==> src/rtl/tile_fetch_pkg.sv <==
// Shared constants, field codes and FSM encoding for the tile fetch path.
package tile_fetch_pkg;

  localparam int TILE_WIDTH   = 4;
  localparam int TILE_HEIGHT  = 4;
  localparam int TILE_X_SHIFT = $clog2(TILE_WIDTH);
  localparam int TILE_Y_SHIFT = $clog2(TILE_HEIGHT);

  // Bit offsets of the fields inside one 8-bit tile-map entry
  localparam int MAP_TILE_LSB   = 0;
  localparam int MAP_MIRROR_LSB = 4;
  localparam int MAP_ROTATE_LSB = 6;

  typedef enum logic [1:0] {
    mirrorNO = 2'd0,
    mirrorH  = 2'd1,
    mirrorV  = 2'd2,
    mirrorVH = 2'd3
  } mirror_t;

  typedef enum logic [1:0] {
    rotateNO  = 2'd0,
    rotate90  = 2'd1,
    rotate180 = 2'd2,
    rotate270 = 2'd3
  } rotate_t;

  typedef enum logic [1:0] {
    IDLE = 2'd0,
    MAP  = 2'd1,
    TILE = 2'd2,
    OUT  = 2'd3
  } state_t;

  function automatic logic [3:0] entry_tile_no(input logic [7:0] entry);
    return entry[MAP_TILE_LSB +: 4];
  endfunction

  function automatic mirror_t entry_mirror(input logic [7:0] entry);
    return mirror_t'(entry[MAP_MIRROR_LSB +: 2]);
  endfunction

  function automatic rotate_t entry_rotate(input logic [7:0] entry);
    return rotate_t'(entry[MAP_ROTATE_LSB +: 2]);
  endfunction

endpackage

==> src/rtl/tile_fetch_coord.sv <==
// Splits a screen pixel into tile-map cell (col,row), texel position inside
// the tile and an in-area flag. Purely combinational so sprite logic can reuse it.
module tile_coord
  import tile_fetch_pkg::*;
#(
  parameter int MAP_COLS   = 20,
  parameter int MAP_ROWS   = 15,
  parameter int SCALE_LOG2 = 3
) (
  input  logic [9:0] px_x,
  input  logic [9:0] px_y,
  output logic [9:0] col,
  output logic [9:0] row,
  output logic [1:0] tile_x,
  output logic [1:0] tile_y,
  output logic       in_area
);

  logic [9:0] texel_x;
  logic [9:0] texel_y;

  // Pixel -> texel -> (cell, texel-within-tile) and map bounds test
  always_comb begin
    texel_x = px_x >> SCALE_LOG2;
    texel_y = px_y >> SCALE_LOG2;
    col     = texel_x >> TILE_X_SHIFT;
    row     = texel_y >> TILE_Y_SHIFT;
    tile_x  = texel_x[TILE_X_SHIFT-1:0];
    tile_y  = texel_y[TILE_Y_SHIFT-1:0];
    in_area = (col < 10'(MAP_COLS)) && (row < 10'(MAP_ROWS));
  end

endmodule

==> src/rtl/tile_fetch.sv <==
// Pixel-to-texel fetch: looks up the tile map (with a one-entry cache),
// requests the texel colour and returns it through a one-cycle strobe.
// Both memory handshakes are bounded by a wait counter.
module tile_fetch
  import tile_fetch_pkg::*;
#(
  parameter int          MAP_COLS   = 20,
  parameter int          MAP_ROWS   = 15,
  parameter int          MAP_AW     = 9,
  parameter int          SCALE_LOG2 = 3,
  parameter logic [23:0] BG_COLOR   = 24'h000000,
  parameter logic [23:0] ERR_COLOR  = 24'hFF00FF,
  parameter int          TIMEOUT    = 15
) (
  input  logic              i_clk,
  input  logic              i_rst,
  input  logic              i_px_valid,
  input  logic [9:0]        i_px_x,
  input  logic [9:0]        i_px_y,
  output logic              o_px_ready,
  input  logic              i_map_dirty,
  output logic [MAP_AW-1:0] o_map_address,
  output logic              o_map_read,
  input  logic [7:0]        i_map_data,
  input  logic              i_map_valid,
  output logic [3:0]        o_tile_no,
  output logic [1:0]        o_tile_x,
  output logic [1:0]        o_tile_y,
  output logic [1:0]        o_mirror,
  output logic [1:0]        o_rotate,
  output logic              o_read,
  input  logic [23:0]       i_rgb_data,
  input  logic              i_valid,
  output logic [23:0]       o_rgb,
  output logic              o_rgb_valid,
  output logic              o_timeout
);

  localparam int CNT_W = $clog2(TIMEOUT + 1);

  state_t state;
  state_t state_next;

  logic [9:0]        coord_col;
  logic [9:0]        coord_row;
  logic [1:0]        coord_tile_x;
  logic [1:0]        coord_tile_y;
  logic              coord_in_area;
  logic [MAP_AW-1:0] coord_address;

  logic [9:0]        req_col;
  logic [9:0]        req_row;
  logic [MAP_AW-1:0] map_address;
  logic [3:0]        tile_no;
  logic [1:0]        tile_x;
  logic [1:0]        tile_y;
  mirror_t           mirror;
  rotate_t           rotate;
  logic [23:0]       rgb;
  logic              timed_out;

  logic              cache_valid;
  logic [9:0]        cache_col;
  logic [9:0]        cache_row;
  logic [7:0]        cache_entry;
  logic              cache_hit;
  logic              dirty_seen;

  logic [CNT_W-1:0]  wait_cnt;
  logic              wait_expired;

  tile_coord #(
    .MAP_COLS  (MAP_COLS),
    .MAP_ROWS  (MAP_ROWS),
    .SCALE_LOG2(SCALE_LOG2)
  ) u_coord (
    .px_x   (i_px_x),
    .px_y   (i_px_y),
    .col    (coord_col),
    .row    (coord_row),
    .tile_x (coord_tile_x),
    .tile_y (coord_tile_y),
    .in_area(coord_in_area)
  );

  // Only meaningful for in-area cells, where the product always fits MAP_AW
  assign coord_address = MAP_AW'(coord_row) * MAP_AW'(MAP_COLS) + MAP_AW'(coord_col);

  // A dirty pulse on the accept edge must not be allowed to hit a stale entry
  assign cache_hit = cache_valid && !i_map_dirty &&
                     (cache_col == coord_col) && (cache_row == coord_row);

  // The final waiting cycle: the counter would reach TIMEOUT on this edge
  assign wait_expired = (wait_cnt == CNT_W'(TIMEOUT - 1));

  assign o_map_address = map_address;
  assign o_tile_no     = tile_no;
  assign o_tile_x      = tile_x;
  assign o_tile_y      = tile_y;
  assign o_mirror      = mirror;
  assign o_rotate      = rotate;
  assign o_rgb         = rgb;

  // State register
  always_ff @(posedge i_clk) begin
    if (i_rst) state <= IDLE;
    else       state <= state_next;
  end

  // Next-state and handshake outputs; memory valid wins over an expiring wait
  always_comb begin
    state_next  = state;
    o_px_ready  = 1'b0;
    o_map_read  = 1'b0;
    o_read      = 1'b0;
    o_rgb_valid = 1'b0;
    o_timeout   = 1'b0;
    case (state)
      IDLE: begin
        o_px_ready = 1'b1;
        if (i_px_valid) begin
          if (!coord_in_area) state_next = OUT;
          else if (cache_hit) state_next = TILE;
          else                state_next = MAP;
        end
      end
      MAP: begin
        o_map_read = 1'b1;
        if (i_map_valid)       state_next = TILE;
        else if (wait_expired) state_next = OUT;
      end
      TILE: begin
        o_read = 1'b1;
        if (i_valid || wait_expired) state_next = OUT;
      end
      OUT: begin
        o_rgb_valid = 1'b1;
        o_timeout   = timed_out;
        state_next  = IDLE;
      end
      default: state_next = IDLE;
    endcase
  end

  // Request registers, map cache, wait counter and result colour
  always_ff @(posedge i_clk) begin
    if (i_rst) begin
      req_col     <= '0;
      req_row     <= '0;
      map_address <= '0;
      tile_no     <= '0;
      tile_x      <= '0;
      tile_y      <= '0;
      mirror      <= mirrorNO;
      rotate      <= rotateNO;
      rgb         <= '0;
      timed_out   <= 1'b0;
      cache_valid <= 1'b0;
      cache_col   <= '0;
      cache_row   <= '0;
      cache_entry <= '0;
      dirty_seen  <= 1'b0;
      wait_cnt    <= '0;
    end else begin
      if (i_map_dirty) cache_valid <= 1'b0;
      case (state)
        IDLE: begin
          if (i_px_valid) begin
            req_col    <= coord_col;
            req_row    <= coord_row;
            tile_x     <= coord_tile_x;
            tile_y     <= coord_tile_y;
            timed_out  <= 1'b0;
            dirty_seen <= 1'b0;
            wait_cnt   <= '0;
            if (!coord_in_area) begin
              rgb <= BG_COLOR;
            end else if (cache_hit) begin
              tile_no <= entry_tile_no(cache_entry);
              mirror  <= entry_mirror(cache_entry);
              rotate  <= entry_rotate(cache_entry);
            end else begin
              map_address <= coord_address;
            end
          end
        end
        MAP: begin
          dirty_seen <= dirty_seen | i_map_dirty;
          if (i_map_valid) begin
            tile_no     <= entry_tile_no(i_map_data);
            mirror      <= entry_mirror(i_map_data);
            rotate      <= entry_rotate(i_map_data);
            cache_entry <= i_map_data;
            cache_col   <= req_col;
            cache_row   <= req_row;
            cache_valid <= !(dirty_seen || i_map_dirty);
            wait_cnt    <= '0;
          end else if (wait_expired) begin
            rgb         <= ERR_COLOR;
            timed_out   <= 1'b1;
            cache_valid <= 1'b0;
          end else begin
            wait_cnt <= wait_cnt + CNT_W'(1);
          end
        end
        TILE: begin
          if (i_valid) begin
            rgb <= i_rgb_data;
          end else if (wait_expired) begin
            rgb       <= ERR_COLOR;
            timed_out <= 1'b1;
          end else begin
            wait_cnt <= wait_cnt + CNT_W'(1);
          end
        end
        default: ;
      endcase
    end
  end

endmodule

==> config.mk <==
export PLATFORM = sky130hd
export DESIGN_NAME = tile_fetch
export DESIGN_NICKNAME = d
export VERILOG_FILES = /design/src/rtl/tile_fetch_pkg.sv /design/src/rtl/tile_fetch_coord.sv /design/src/rtl/tile_fetch.sv
export SDC_FILE = /design/constraint.sdc
export NUM_CORES = 1
export LEC_CHECK = 0
export BUFFER_PORTS_ARGS = -buffer_cell sky130_fd_sc_hd__buf_4
export CAP_MARGIN = 20
export CORE_MARGIN = 2
export CORE_UTILIZATION = 50
export CTS_BUF_LIST = sky130_fd_sc_hd__clkbuf_4 sky130_fd_sc_hd__clkbuf_8
export DETAILED_ROUTE_END_ITERATION = 16
export PLACE_DENSITY = 0.77
export SYNTH_ARGS = -nofsm -noshare
export SYNTH_HDL_FRONTEND = slang
export SYNTH_SLANG_ARGS = --single-unit
==> constraint.sdc <==
create_clock -name i_clk -period 3.8 [get_ports i_clk]
set_clock_uncertainty 0.1 [all_clocks]
set_input_delay 0.76 -clock i_clk [delete_from_list [all_inputs] [get_ports i_clk]]
set_output_delay 0.76 -clock i_clk [all_outputs]
set_load 0.05 [all_outputs]
==> results of run 1 <==
[power by group through the flow]
| stage | sequential, W | combinational, W | clock, W |
|---|---|---|---|
| floorplan | 0.00112 | 0.000860 | 0 |
| global placement | 0.00101 | 0.00128 | 0 |
| detailed placement | 0.00102 | 0.00130 | 0 |
| CTS | 0.00100 | 0.00131 | 0.000678 |
| global route | 0.00101 | 0.00143 | 0.000714 |
| finish | 0.00100 | 0.00131 | 0.000664 |
[cell type report]
type | count | area [um2] | area share
clock inverter | 6 | 71.3 | 0.0140
inverter | 5 | 18.8 | 0.00368
clock buffer | 10 | 138 | 0.0270
multi-input combinational | 390 | 2290 | 0.449
tap | 102 | 128 | 0.0250
timing repair buffer | 108 | 811 | 0.159
sequential | 82 | 1640 | 0.322
[metrics by stage]
step	utilization	area (um2)	instances	setup slack [ps]	power, W
2_1_floorplan	-	4090	510	931	0.00198
3_3_place_gp	0.623	4890	687	670	0.00229
3_5_place_dp	0.623	4890	687	580	0.00232
4_1_cts	0.650	5100	703	973	0.00299
5_1_grt	0.650	5100	703	877	0.00316
6_report	0.650	5100	703	986	0.00298
[worst max-delay path, stage by stage]
cell,delay (ps)
buf_4,140
ha_1,300
ha_1,230
fa_1,400
xnor2_1,170
nor4b_1,390
xnor3_1,380
nand3_1,90
a21oi_1,70
[registers in the layout (all words and copies together) (netlist names)]
name	cells
cache_col	5
dirty_seen	1
cache_valid	1
o_tile_y	2
wait_cnt	4
cache_entry	8
o_rgb	24
o_map_address	9
o_tile_no	4
o_rotate	2
o_mirror	2
timed_out	1
state	2
o_tile_x	2
req_col	5
cache_row	5
req_row	5
[cell usage after synthesis (2+ instances only)]
cell,n,share of area
buf_2,7,0.0086
and2_1,4,0.0061
clkbuf_1,22,0.020
nand2_1,103,0.094
dfxtp_1,82,0.40
o21ai_0,7,0.0086
nand3_1,24,0.029
mux2_1,8,0.022
mux2i_1,16,0.039
nor3_2,2,0.0049
ha_1,15,0.046
a31oi_1,2,0.0031
nor4_1,3,0.0046
nor2_1,41,0.038
fa_1,2,0.0098
nor3_1,9,0.011
a21o_1,2,0.0037
a41oi_1,2,0.0043
nor2b_1,4,0.0061
a22o_1,8,0.017
nand2b_1,2,0.0031
a21oi_1,70,0.086
xor2_1,10,0.021
inv_1,5,0.0046
o21ai_1,19,0.023
buf_4,2,0.0037
a211oi_1,13,0.024
o21a_1,2,0.0037
buf_1,2,0.0018
xnor2_1,5,0.011
[metal layers]
metal	up-vias	routed length (um)
met3	18	681
met2	129	5320
li1	1937	-
met5	-	0
met4	0	142
met1	1860	4480
[cell families after synthesis]
| kind of cell | count (synthesis) | synth area share |
|---|---|---|
| mux | 24 | 0.0612 |
| xor+xnor | 16 | 0.0376 |
| simple gates | 200 | 0.213 |
| flops | 82 | 0.401 |
| compound gates | 133 | 0.193 |
| fa+ha+maj | 17 | 0.0557 |
| buf+inv | 38 | 0.0388 |
[final timing paths]
kind | endpoint | slack, ps | depth (start not counted)
setup / recovery | o_map_address[8] | 990 | 9
hold / removal | cache_col[0] | 360 | 2
setup reg to reg | o_tile_no[2] | 1140 | 7
hold reg to reg | cache_col[0] | 360 | 2
==> impl_results.md, run 1 <==
* Status: completed
* Final ANT Viol Nets at 0
* Post-synthesis async set-or-reset flop share at 0
* Logic pwr share at 0.441
* DR iter-0 viols at 233
* Routability cong. at approximately 0.89
* Hold_ws at about 360 ps
* Final Hold Viols at 0
* Mapped Cells at 510
* Antenna violations before repair at 0
* Final Max Slew Viols at 0
* Post-CTS Setup Bufs at 0
* Net count, final at between 600 and 700
* Clock power frac at 0.223
* Net switching power at approximately 0.0013 W
* Setup_tns at 0 ps
* CTS H-tree lvls at 3
* Startpoint types: input port
* Post-synthesis sequential area ratio at 0.401
* Syn Area/Cell at between 8 and 9 um2
* Net count after synthesis at 585
* Chip Height at around 94 um
* Worst Tran Pin Value at about 1000 ps
* Worst Path Required at ~3900 ps
* Power per cell area at about 580 mW/mm2
* Vias in the first global route at approximately 3700
* Leading cell type in the layout, fill and taps excluded: buf_4
* Largest net degree at the start of global routing at 45
* Tmin final at between 2000 and 3000 ps
* Skew-Pair Late Insertion Delay at ~360 ps
* Netlist cell types at between 40 and 50
* Pre-Repair DR Iteration Count at 5
* WS Path Type: input port to register
* Clock sink total at 82
* Synth Cell Area at approximately 0.0041 mm2
* Number of flops mapped to enable cells by yosys at 0
* Period utilization at 0.741
* Port Buf Inserts at roughly 100
* Cts repair resizes at 0
* Congestion Overflow GR at 0
* Root Buffer: clkbuf_8
* Clock buffer depth at 2
* Sw frac at 0.432
* Layout cells sized above 1 at 0.216
* Reg clk slew, reported paths at about 80 ps
* #FFs+latches synth at around 80
* Via density at 5.61
* Pleak at approximately 2.1 nW
* Met2 Use GR at 0.420
* Seq pwr share at 0.336
* IO Pins at 108
* Most used flip-flop cell after synthesis: dfxtp_1
* Die area at ~0.0089 mm2
* DRT Wirelength at about 11 mm
* CTS tree: built
* Max cap viols at 0
* Internal power at between 0.0015 and 0.002 W
* Final setup fails at 0
* Max frequency at 355 MHz
* Fillcell total at about 700
* Yosys warns at 0
* GR peak layer: met2
* Hold/Removal Path Class: register to register
* Routed len/inst at between 15 and 20 um
* GRT met1 Usage at 0.295
* GRT met3 Usage at 0.0646
* RSZ-0062 raised after global routing: false
* Crit path capture type: register
* Worst IR Drop VDD at 0.000329 V
* HPWL after DPL at roughly 7.4 mm
* CP Max Fanout at 6
* Vias at ~3900
* Hold_buf cts at 0
* Rel. slew slack at 0.332
* GRT Total Usage at 0.243
* DRC violations left at 0
* Reg2Reg Launch Point: state[1]
* Area growth syn-to-layout at 24.6%
* First-pass GRT wire length at between 15 and 20 mm
* Worst EP arrival at roughly 3000 ps
* Row count at 32
* Most frequent cells in the layout: buf_4, nand2_1, dfxtp_1
* Starting Density at 0.521
* Antenna cells at 0
* Die X at between 90 and 100 um
* Crit path from: i_px_y[6]
* Core footprint at 0.00785 mm2
* Cts bufs inserted at 9
* Hold_sp: req_col[0]
Note: power is estimated with default switching activity, not from simulation.
==> run 2: changes to the inputs <==
==> constraint.sdc (replaced) <==
create_clock -name i_clk -period 2.6 [get_ports i_clk]
set_clock_uncertainty 0.1 [all_clocks]
set_input_delay 0.52 -clock i_clk [delete_from_list [all_inputs] [get_ports i_clk]]
set_output_delay 0.52 -clock i_clk [all_outputs]
set_load 0.05 [all_outputs]
==> run 2 against run 1 <==
Register-to-register slack worse by 900 ps. Worst setup slack worse by 820 ps. Non-clock buffer count increased by 17. Sequential power grew 46%. Critical path depth did not move. Global-route usage decreased by 0.45 points. Power is 42% higher. Critical path type unchanged.
==> impl_results.md, run 2 (synthesis gave the netlist of run 1 again) <==
* Post-CTS Setup Bufs at 0 (unchanged)
* Critical Path, Cell by Cell: buf_4 -> ha_1 -> ha_1 -> fa_1 -> xnor2_1 -> nor4b_2 -> xnor3_1 -> nand3_1 -> a21oi_1
* GRT Total Usage at 0.238 (-0.00448)
* Period utilization at 0.935
* DRC violations left at 0 (unchanged)
* HPWL after DPL at 7.33 mm (-1.3%)
* Status: completed
* Hold_buf cts at 0 (unchanged)
* CP Max Fanout at 2 (-4)
* Clock buffer depth at 2 (unchanged)
* Layout cells sized above 1 at 0.238 (+0.0219)
* Congestion Overflow GR at 0 (unchanged)
* Max frequency at approximately 410 MHz
* Cts bufs inserted at 9 (unchanged)
* Hold_ws at 237 ps (-118 ps)
* CTS H-tree lvls at 3 (unchanged)
* Die X at 94.5 um (unchanged)
* Power per cell area at 816 mW/mm2 (+40%)
* Pre-Repair DR Iteration Count at 6 (+1)
* Cts repair resizes at 0 (unchanged)
* First-pass GRT wire length at 16.8 mm (-2.4%)
* Final Max Slew Viols at 0 (unchanged)
* Core footprint at 0.00785 mm2 (unchanged)
* IO Pins at 108 (unchanged)
* Leading cell type in the layout, fill and taps excluded: buf_4
* Fin util at 0.660 (+0.0107)
* Port Buf Inserts at 101 (unchanged)
* Antenna violations before repair at 0 (unchanged)
* DP Area at 0.00502 mm2 (+2.7%)
* Net count, final at 688 (+2.5%)
* Hold/Removal Path Class: input port to register
* Max stage delay on crit path at 400 ps (about the same)
* DRT Wirelength at 10.2 mm (-3.8%)
* Routed len/inst at 14.2 um (-5.9%)
* Vias in the first global route at 3692 (-1.4%)
* DR iter-0 viols at 167 (-28%)
* Via density at 5.49 (-2.2%)
* RSZ-0062 raised after global routing: false
* CTS tree: built
* Die area at 0.00892 mm2 (unchanged)
* Cell mode on critical path: ha_1
* Final setup fails at 0 (unchanged)
* Pleak at 2.20 nW (+3.0%)
* Slowest CP cell: fa_1
* Worst EP arrival at 2560 ps (-390 ps)
* Skew-Pair Late Insertion Delay at 360 ps (about the same)
* Starting Density at 0.521 (unchanged)
* Worst IR Drop VDD at 0.000407 V (+24%)
* Crit path capture type: register
* Antenna cells at 0 (unchanged)
* Clock sink total at 82 (unchanged)
* Tmin final at ~2400 ps
* Chip Height at 94.5 um (unchanged)
* Reg clk slew, reported paths at 70 ps (about the same)
* Number of flip-flops under the largest register name at 24 (unchanged)
* Row count at 32 (unchanged)
* Root Buffer: clkbuf_8
* Most frequent cells in the layout: buf_4, nand2_1, dfxtp_1
* Final Cell Area at 0.00518 mm2 (+1.6%)
* Max cap viols at 0 (unchanged)
* Area growth syn-to-layout at 26.7%
* Final Hold Viols at 0 (unchanged)
* Routability cong. at 0.893 (+0.86%)
* Startpoint types: input port
* WS Path Type: input port to register
* Worst Path Required at 2730 ps (-1200 ps)
* Rel. slew slack at 0.482 (+0.150)
* Final ANT Viol Nets at 0 (unchanged)
* Largest net degree at the start of global routing at 48 (+6.7%)
* Vias at 3944 (unchanged)
* Worst Tran Pin Value at 777 ps (-222 ps)
## run 2: cell types whose count changed in the layout (fill, tap and decap cells not counted)
cell / previous run / this run
inv_6: 3 / 0
nor4b_1: 1 / 0
clkbuf_8: 10 / 9
bufinv_16: 1 / 0
buf_4: 108 / 125
nor4b_2: 0 / 1
clkinv_2: 0 / 4
## run 2: power by group
part	internal [W]	switching, W
Sequential	0.00138	0.0000795
Clock	0.000334	0.000452
Combinational	0.000680	0.00130
## run 2: worst max-delay path: cells and delay by family
kind / cells / cell delay [ps]
buf+inv: 1 / 110
simple gates: 2 / 410
fa+ha+maj: 3 / 920
compound gates: 1 / 60
xor+xnor: 2 / 530
## run 2: worst paths after layout
path | to | depth (start not counted) | from | slack [ps]
worst max-delay path | o_map_address[8] | 9 | i_px_y[6] | 170
worst min-delay path | cache_valid | 2 | i_map_dirty | 240
worst max register to register | o_rgb[14] | 6 | state[1] | 240
worst min register to register | cache_col[0] | 2 | req_col[0] | 340
## run 2: area by class of cell
| type | count | area, um2 |
|---|---|---|
| clock buffers | 9 | 124 |
| multi-input cells | 390 | 2300 |
| clock inverters | 6 | 35.0 |
| fillers | 685 | 2670 |
| inverters | 5 | 18.8 |
| well taps | 102 | 128 |
| repair buffers | 125 | 938 |
| flip-flops and latches | 82 | 1640 |
## run 2: metal layers
layer | share of wire | vias up | GRT usage | routed length (um)
met4 | 0.017 | 0 | 0.0930 | 173
met1 | 0.43 | 1851 | 0.289 | 4370
met3 | 0.058 | 16 | 0.0527 | 591
li1 | - | 1974 | - | -
met5 | 0 | - | 0 | 0
met2 | 0.50 | 103 | 0.412 | 5090
## run 2: through the flow
step           setup TNS (ps)  power, W  std cells  setup slack, ps
3_3_place_gp             -104   0.00342        704             -104
6_report                    0   0.00423        719              169
5_1_grt                     0   0.00452        719             43.2
4_1_cts                     0   0.00426        719              171
2_1_floorplan               0   0.00290        510             55.7
3_5_place_dp             -206   0.00347        704             -206
==> run 3: changes to the inputs <==
--- a/config.mk
+++ b/config.mk
@@ -5,13 +5,13 @@
 export SDC_FILE = /design/constraint.sdc
 export NUM_CORES = 1
 export LEC_CHECK = 0
-export BUFFER_PORTS_ARGS = -buffer_cell sky130_fd_sc_hd__buf_4
 export CAP_MARGIN = 20
 export CORE_MARGIN = 2
 export CORE_UTILIZATION = 50
 export CTS_BUF_LIST = sky130_fd_sc_hd__clkbuf_4 sky130_fd_sc_hd__clkbuf_8
 export DETAILED_ROUTE_END_ITERATION = 16
-export PLACE_DENSITY = 0.77
+export DONT_BUFFER_PORTS = 1
+export PLACE_DENSITY = 0.66
 export SYNTH_ARGS = -nofsm -noshare
 export SYNTH_HDL_FRONTEND = slang
 export SYNTH_SLANG_ARGS = --single-unit
==> run 3 against run 2 <==
Worst setup slack better by 200 ps. First-iteration DRC count down 12%. Register-to-register slack better by 140 ps. Sequential share of layout area up 5.3 points. Worst hold slack worse by 110 ps. Die area unchanged. Critical path depth down 6. Largest cell class unchanged. Highest routed layer unchanged.
==> impl_results.md, run 3 (synthesis gave the netlist of run 1 again) <==
* Worst setup endpoint: o_timeout
* Worst IR Drop VDD at 0.000377 V (-7.4%)
* Highest routed layer: met4
* GRT Total Usage at 0.229 (-0.00948)
* Skew-Pair Late Insertion Delay at 350 ps (about the same)
* First-pass GRT wire length at 16.2 mm (-3.5%)
* Final setup fails at 0 (unchanged)
* Cts bufs inserted at 9 (unchanged)
* Clock buffer depth at 2 (unchanged)
* Reg2Reg Launch Point: state[0]
* RSZ-0062 raised after global routing: false
* Rel. slew slack at 0.557 (+0.0745)
* DRC violations left at 0 (unchanged)
* Max cap viols at 0 (unchanged)
* Wl on met1 at 4.48 mm (+2.5%)
* Setup_tns at 0 ps (unchanged)
* Vias at 3541 (-10%)
* R2R depth at 6 (unchanged)
* Crit path from: state[0]
* Routed len/inst at 16.5 um (+16%)
* Via density at 5.77 (+5.1%)
* Root Buffer: clkbuf_8
* Cts repair resizes at 0 (unchanged)
* Metal2 WL at 4.86 mm (-4.4%)
* Number of flip-flops under the largest register name at 24 (unchanged)
* Chip Height at 94.5 um (unchanged)
* DRT Wirelength at 10.2 mm (-0.58%)
* Die X at 94.5 um (unchanged)
* Status: completed
* Met3 wire length at 712 um (+20%)
* Area growth syn-to-layout at 8.38%
* Hold/Removal Path Class: input port to register
* Pre-Repair DR Iteration Count at 4 (-2)
* Worst Path Required at 1980 ps (-750 ps)
* Max frequency at 448 MHz (+8.9%)
* Routability cong. at 0.821 (-8.1%)
* Vias in the first global route at 3326 (-9.9%)
* Hold_buf cts at 0 (unchanged)
* Period utilization at 0.858 (-0.0767)
* Post-CTS Setup Bufs at 0 (unchanged)
* Hold depth at 1 (-1)
* IO Pins at 108 (unchanged)
* Final Max Slew Viols at 0 (unchanged)
* Reg-to-reg slack, setup at 380 ps (+140 ps)
* Pleak at 1.69 nW (-23%)
* DR iter-0 viols at 147 (-12%)
* Worst EP arrival at 1610 ps (-950 ps)
* Congestion Overflow GR at 0 (unchanged)
* Port Buf Inserts at 0 (-100%)
* Core footprint at 0.00785 mm2 (unchanged)
* WS Path Type: register to output pin
* Tmin final at 2230 ps (-199 ps)
* CP Max Fanout at 4 (+2)
* Most frequent cells in the layout: nand2_1, dfxtp_1, a21oi_1
* Net count, final at 582 (-15%)
* Leading cell type in the layout, fill and taps excluded: nand2_1
* CTS H-tree lvls at 3 (unchanged)
* Layout cells sized above 1 at 0.0820 (-0.156)
* Fin util at 0.565 (-0.0953)
* R2R Path End: o_rgb[13]
* Row count at 32 (unchanged)
* CTS tree: built
* Clock sink total at 82 (unchanged)
* Crit path capture type: output pin
* Reg clk slew, reported paths at 90 ps (+20 ps)
* Final ANT Viol Nets at 0 (unchanged)
* Antenna violations before repair at 0 (unchanged)
* Starting Density at 0.521 (unchanged)
* Fillcell total at 732 (+6.9%)
* Power per cell area at 957 mW/mm2 (+17%)
* Final Hold Viols at 0 (unchanged)
* Antenna cells at 0 (unchanged)
* Worst Tran Pin Value at 661 ps (-115 ps)
* Die area at 0.00892 mm2 (unchanged)
* Largest net degree at the start of global routing at 85 (+77%)
* Startpoint types: register
* HPWL after DPL at 6.94 mm (-5.3%)
## run 3: changes by cell type in the layout (fill, tap and decap cells not counted), sizes merged
cell      change
buf         -106
clkbuf        +2
clkinv        -2
clkinvlp      -2
inv           +2
bufinv        +1
## run 3: through the flow
stage | setup WS [ps] | cell area, um2 | total power, W | hold WS [ps] | std cells
floorplan | 55.7 | 4100 | 0.00290 | 332 | 510
global placement | 19.8 | 4230 | 0.00327 | 330 | 598
detailed placement | -22.3 | 4230 | 0.00330 | 337 | 598
CTS | 358 | 4430 | 0.00427 | 113 | 614
global route | 144 | 4430 | 0.00451 | 108 | 614
finish | 369 | 4430 | 0.00424 | 132 | 614
## run 3: layout make-up
type                            count  area [um2]  area share
Tap cell                          102         128      0.0288
Timing Repair Buffer               19         143      0.0322
Multi-Input combinational cell    390        2300       0.518
Inverter                            5        18.8     0.00423
Sequential cell                    82        1640       0.370
Clock inverter                      5        61.3      0.0138
Clock buffer                       11         145      0.0327
## run 3: power by group
group / switching (W) / total, W / leakage (nW) / internal (W)
sequential: 0.000258 / 0.00164 / 0.664 / 0.00138
clock: 0.000482 / 0.000970 / 0.108 / 0.000488
combinational: 0.00108 / 0.00164 / 0.921 / 0.000555
total: 0.00182 / 0.00424 / 1.69 / 0.00242
## run 3: worst max-delay path: stages (launching register included)
cell and delay, ps:
dfxtp_1 400, ha_1 160, buf_4 210, and2_1 490
## run 3: routing by layer
layer,vias up,track usage
met5,-,0
met4,0,0.0785
met3,8,0.0607
met2,88,0.371
met1,1687,0.295
li1,1758,-
## run 3: worst min-delay path by stage
stage                           start           end
final                     i_map_dirty   cache_valid
after global routing      i_map_dirty   cache_valid
after CTS                 i_map_dirty   cache_valid
after detailed placement   req_row[0]  cache_row[0]
after global placement     req_col[4]  cache_col[4]
after floorplan            req_col[0]  cache_col[0]
